<file path="src/rtl/serial_sub_pkg.sv">
// serial_sub_pkg: shared types and helpers for the bit-serial subtractor.
//   state_t  : controller states (IDLE, RUN, DONE)
//   cnt_w()  : width of the bit counter for a given operand width
package serial_sub_pkg;

  typedef enum logic [1:0] {
    IDLE = 2'd0,
    RUN  = 2'd1,
    DONE = 2'd2
  } state_t;

  // One extra bit beyond $clog2 so the count stays representable at WIDTH=1.
  function automatic int cnt_w(input int w);
    return $clog2(w) + 1;
  endfunction

endpackage

</file>
<file path="src/rtl/full_subtractor_cell.sv">
// full_subtractor_cell: combinational one-bit full subtractor, x - y - bin.
//   x, y : operand bits
//   bin  : borrow in
//   d    : difference bit
//   bout : borrow out
module full_subtractor_cell (
  input  logic x,
  input  logic y,
  input  logic bin,
  output logic d,
  output logic bout
);

  assign d    = x ^ y ^ bin;
  assign bout = (~x & y) | (~(x ^ y) & bin);

endmodule

</file>
<file path="src/rtl/serial_subtractor.sv">
// serial_subtractor: WIDTH-bit a - b computed LSB first, one bit per clock.
//   clk, rst     : clock, synchronous active-high reset
//   start        : launch request, honoured only in IDLE; a/b captured then
//   a, b         : minuend, subtrahend
//   busy         : high while bits are being processed (RUN)
//   done         : one-cycle pulse, diff/borrow(/ovf) valid
//   diff, borrow : registered result and final borrow (1 iff a < b unsigned)
//   ovf          : signed overflow, only when SERIAL_SUB_OVF_EN is defined
// Results are held until the next operation completes or reset.
module serial_subtractor
  import serial_sub_pkg::*;
#(
  parameter int WIDTH = 8
) (
  input  logic             clk,
  input  logic             rst,
  input  logic             start,
  input  logic [WIDTH-1:0] a,
  input  logic [WIDTH-1:0] b,
  output logic             busy,
  output logic             done,
  output logic [WIDTH-1:0] diff,
`ifdef SERIAL_SUB_OVF_EN
  output logic             ovf,
`endif
  output logic             borrow
);

  localparam int CNT_W = cnt_w(WIDTH);
  localparam logic [CNT_W-1:0] LAST = CNT_W'(WIDTH - 1);

  state_t           state, state_nxt;
  logic [WIDTH-1:0] a_sh, b_sh, res_sh, res_nxt;
  logic [CNT_W-1:0] cnt;
  logic             br, d, bout;
  logic             accept, last;

  full_subtractor_cell u_fs (
    .x   (a_sh[0]),
    .y   (b_sh[0]),
    .bin (br),
    .d   (d),
    .bout(bout)
  );

  // New bit enters at the MSB; after WIDTH shifts bit 0 sits at the LSB.
  generate
    if (WIDTH == 1) begin : g_w1
      assign res_nxt = d;
    end else begin : g_wn
      assign res_nxt = {d, res_sh[WIDTH-1:1]};
    end
  endgenerate

  assign accept = (state == IDLE) && start;
  assign last   = (state == RUN) && (cnt == LAST);
  assign busy   = (state == RUN);
  assign done   = (state == DONE);

  always_ff @(posedge clk) begin
    if (rst) state <= IDLE;
    else     state <= state_nxt;
  end

  always_comb begin
    state_nxt = state;
    case (state)
      IDLE:    if (start) state_nxt = RUN;
      RUN:     if (cnt == LAST) state_nxt = DONE;
      DONE:    state_nxt = IDLE;
      default: state_nxt = IDLE;
    endcase
  end

  always_ff @(posedge clk) begin
    if (rst) begin
      a_sh   <= '0;
      b_sh   <= '0;
      res_sh <= '0;
      cnt    <= '0;
      br     <= 1'b0;
      diff   <= '0;
      borrow <= 1'b0;
    end else if (accept) begin
      a_sh   <= a;
      b_sh   <= b;
      res_sh <= '0;
      cnt    <= '0;
      br     <= 1'b0;
    end else if (state == RUN) begin
      a_sh   <= a_sh >> 1;
      b_sh   <= b_sh >> 1;
      res_sh <= res_nxt;
      cnt    <= cnt + 1'b1;
      br     <= bout;
      if (last) begin
        diff   <= res_nxt;
        borrow <= bout;
      end
    end
  end

`ifdef SERIAL_SUB_OVF_EN
  // Sign bits are kept apart because a_sh/b_sh lose them while shifting.
  logic sa, sb;

  always_ff @(posedge clk) begin
    if (rst) begin
      sa  <= 1'b0;
      sb  <= 1'b0;
      ovf <= 1'b0;
    end else if (accept) begin
      sa <= a[WIDTH-1];
      sb <= b[WIDTH-1];
    end else if (last) begin
      ovf <= (sa != sb) && (d != sa);
    end
  end
`endif

endmodule

</file>
<file path="config.mk">
export PLATFORM = sky130hd
export DESIGN_NAME = serial_subtractor
export DESIGN_NICKNAME = d
export VERILOG_FILES = /design/src/rtl/serial_sub_pkg.sv /design/src/rtl/full_subtractor_cell.sv /design/src/rtl/serial_subtractor.sv
export SDC_FILE = /design/constraint.sdc
export NUM_CORES = 1
export LEC_CHECK = 0
export ABC_CLOCK_PERIOD_IN_PS = 1600
export CAP_MARGIN = 5
export CORE_ASPECT_RATIO = 1.2
export CORE_MARGIN = 5
export CORE_UTILIZATION = 61
export DETAILED_ROUTE_END_ITERATION = 8
export DONT_BUFFER_PORTS = 1
export PLACE_DENSITY = 0.78
export SLEW_MARGIN = 15
export SYNTH_ARGS = -nofsm -noshare
export SYNTH_HDL_FRONTEND = slang
export SYNTH_SLANG_ARGS = --single-unit
</file>
<file path="constraint.sdc">
create_clock -name clk -period 1.6 [get_ports clk]
set_clock_uncertainty 0.05 [all_clocks]
set_input_delay 0.16 -clock clk [delete_from_list [all_inputs] [get_ports clk]]
set_output_delay 0.16 -clock clk [all_outputs]
set_load 0.005 [all_outputs]
</file>
==> out/results.ini <==
[status]
status = finished clean

[pwr]
p_leak_nw = 0.708
p_total_w = 0.00214
vdd_drop_max_uv = 871
power.density_mw_per_mm2 = 1030

[global_route]
gr-total-overflow = 0
grt_usage = 0.189
grt_max_degree = 36
grt_pass1_vias = 1434
grt_pass1_wl_um = 6190
grt_antenna_before_repair = 0

[yosys]
syn_area_per_cell_um2 = 9.33
synthArstFlopShare = 0
synth_area_mm2 = 0.00183
yosys.cell_types.count = 36
synth_edf_count = 0
synth_common_cells = dfxtp_1, a21oi_1, nand2_1
synth_top_cell_area_share = 0.427
synth_flop_cell = dfxtp_1
postSynthRegisterBits = 39
synthesis.nets = 217
synth.most_common_cell = dfxtp_1
ys_seq_area_frac = 0.427
synth_top_cell_by_area = dfxtp_1
synth_area_leaders = dfxtp_1, a21oi_1, a211oi_2
synthCells = 196
synth-warning-count = 0

[detailed_routing]
vias_per_cell = 5.64
first_iter_violations = 29
ant_nets = 0
wire_per_inst_um = 14.3
via_count = 1393
drt_wl_total_um = 3530
dr.pass1.iters = 4
drc = 0

[critical_path]
crit_path_start_kind = register
cp_max_fo = 35
crit_required_ns = 1.39
end_kind = output pin
arrival_ns = 1.30
critical_path_class = reg -> out

[die]
fp.dieW_um = 60.0
dieArea_mm2 = 0.00420
pin_count = 30
fp-row-count = 21
chipHeight_um = 70.0
core_mm2 = 0.00284
start_util = 0.645

[sta]
slew_headroom = 0.770
fin_tns_setup_ns = 0
finalCritPeriodShare = 0.942
final_max_slew_viol_count = 0
setup_viol = 0
fmax_ghz = 0.663
hold_viol = 0
rsz0062_at_grt = false
worstMarginPinSlew_ns = 0.345
final.min_clock_period_ns = 1.51

[min_path]
hold_class = in -> reg

[place]
port_buffers = 0
place_hpwl_um = 2260
routabilityCongestion = 0.751

[cells_and_area]
drive_gt1_frac = 0.230
final_nets = 233
n_antenna_cell = 0
area_delta_synth_final_pct = 14.1

[clock_tree]
clk_pin_slew_worst_paths_ns = 0.11
clk_latency_ns = 0.34
tritoncts.num_buffers = 5
cts.sinks = 39
htree_num_levels = 2
root_buffer = clkbuf_4
clockBufferDepth = 2
cts_tree = built

[run]
max_cap_violations = 0

-- cell type report --
type	instances	area, µm²
fillers	201	751
repair buffers	25	238
flip-flops and latches	39	781
inverters	3	27.5
multi-input cells	138	897
well taps	34	42.5
clock buffers	6	41.3
clock inverters	2	60.1
-- worst max-delay path, cell delays in order (launching register included) --
cell and delay (ns):
dfxtp_1 0.36, nand2b_2 0.30, inv_16 0.17, buf_4 0.13
-- logic make-up after synthesis --
group	synth area share
AO/OA/AOI/OAI	0.222
adder cells (fa/ha/maj)	0.0178
buffers and inverters	0.0848
AND/OR/NAND/NOR	0.239
XOR/XNOR	0.00958
flip-flops	0.427
-- cell usage in the layout, fill, tap and decap left out, types with 3 or more instances in the layout --
master / count
nand3_1: 9
o21ai_0: 3
o21ai_1: 6
a211oi_2: 11
nor2_4: 8
nor3_1: 3
dfxtp_1: 39
a21oi_1: 33
buf_4: 9
dlygate4sd3_1: 15
nor2_1: 10
nand2_1: 30
clkbuf_4: 5
-- sequential cells by signal, indices dropped and copies added, names as in the netlist --
signal  flops
diff        8
borrow      1
state       2
res_sh      7
br          1
a_sh        8
cnt         4
b_sh        8
-- path summary, 6_finish.rpt --
check / start / endpoint / slack, ns / depth (start not counted)
worst min register to register: b_sh[3] / b_sh[2] / 0.42 / 2
worst max register to register: state[1] / a_sh[2] / 0.14 / 4
worst min-delay path: rst / res_sh[7] / 0.03 / 2
worst max-delay path: state[1] / busy / 0.09 / 3
-- stage by stage --
step / std cells / utilization / worst slack [ns] / area (µm²) / hold WS, ns
3_5_place_dp: 222 / 0.631 / 0.136 / 1790 / 0.180
4_1_cts: 246 / 0.728 / 0.0116 / 2060 / 0.0253
3_3_place_gp: 222 / 0.631 / 0.199 / 1790 / 0.180
2_1_floorplan: 196 / - / 0.237 / 1830 / 0.255
5_1_grt: 247 / 0.735 / 0.00576 / 2090 / 0.0293
6_report: 247 / 0.735 / 0.0922 / 2090 / 0.0341
-- per-layer routing --
layer	wire length [µm]	vias up	track usage
met5	0	-	0
met4	68	0	0.0837
met1	1430	649	0.226
met2	1880	31	0.315
li1	-	704	-
met3	144	9	0.0405
-- where the power goes --
group	internal [W]	switching, W	total [W]
combinational	0.000129	0.000167	0.000296
clock	0.000488	0.000318	0.000806
sequential	0.00101	0.0000263	0.00104
total	0.00163	0.000511	0.00214
-- repair_timing --
item,CTS,global route
hold buffers,16,0
setup endpoints to repair,1,3
setup buffers,0,1
endpoints found under the hold margin,27,0
resized for setup,1,6
(Power assumes the default switching activity.)
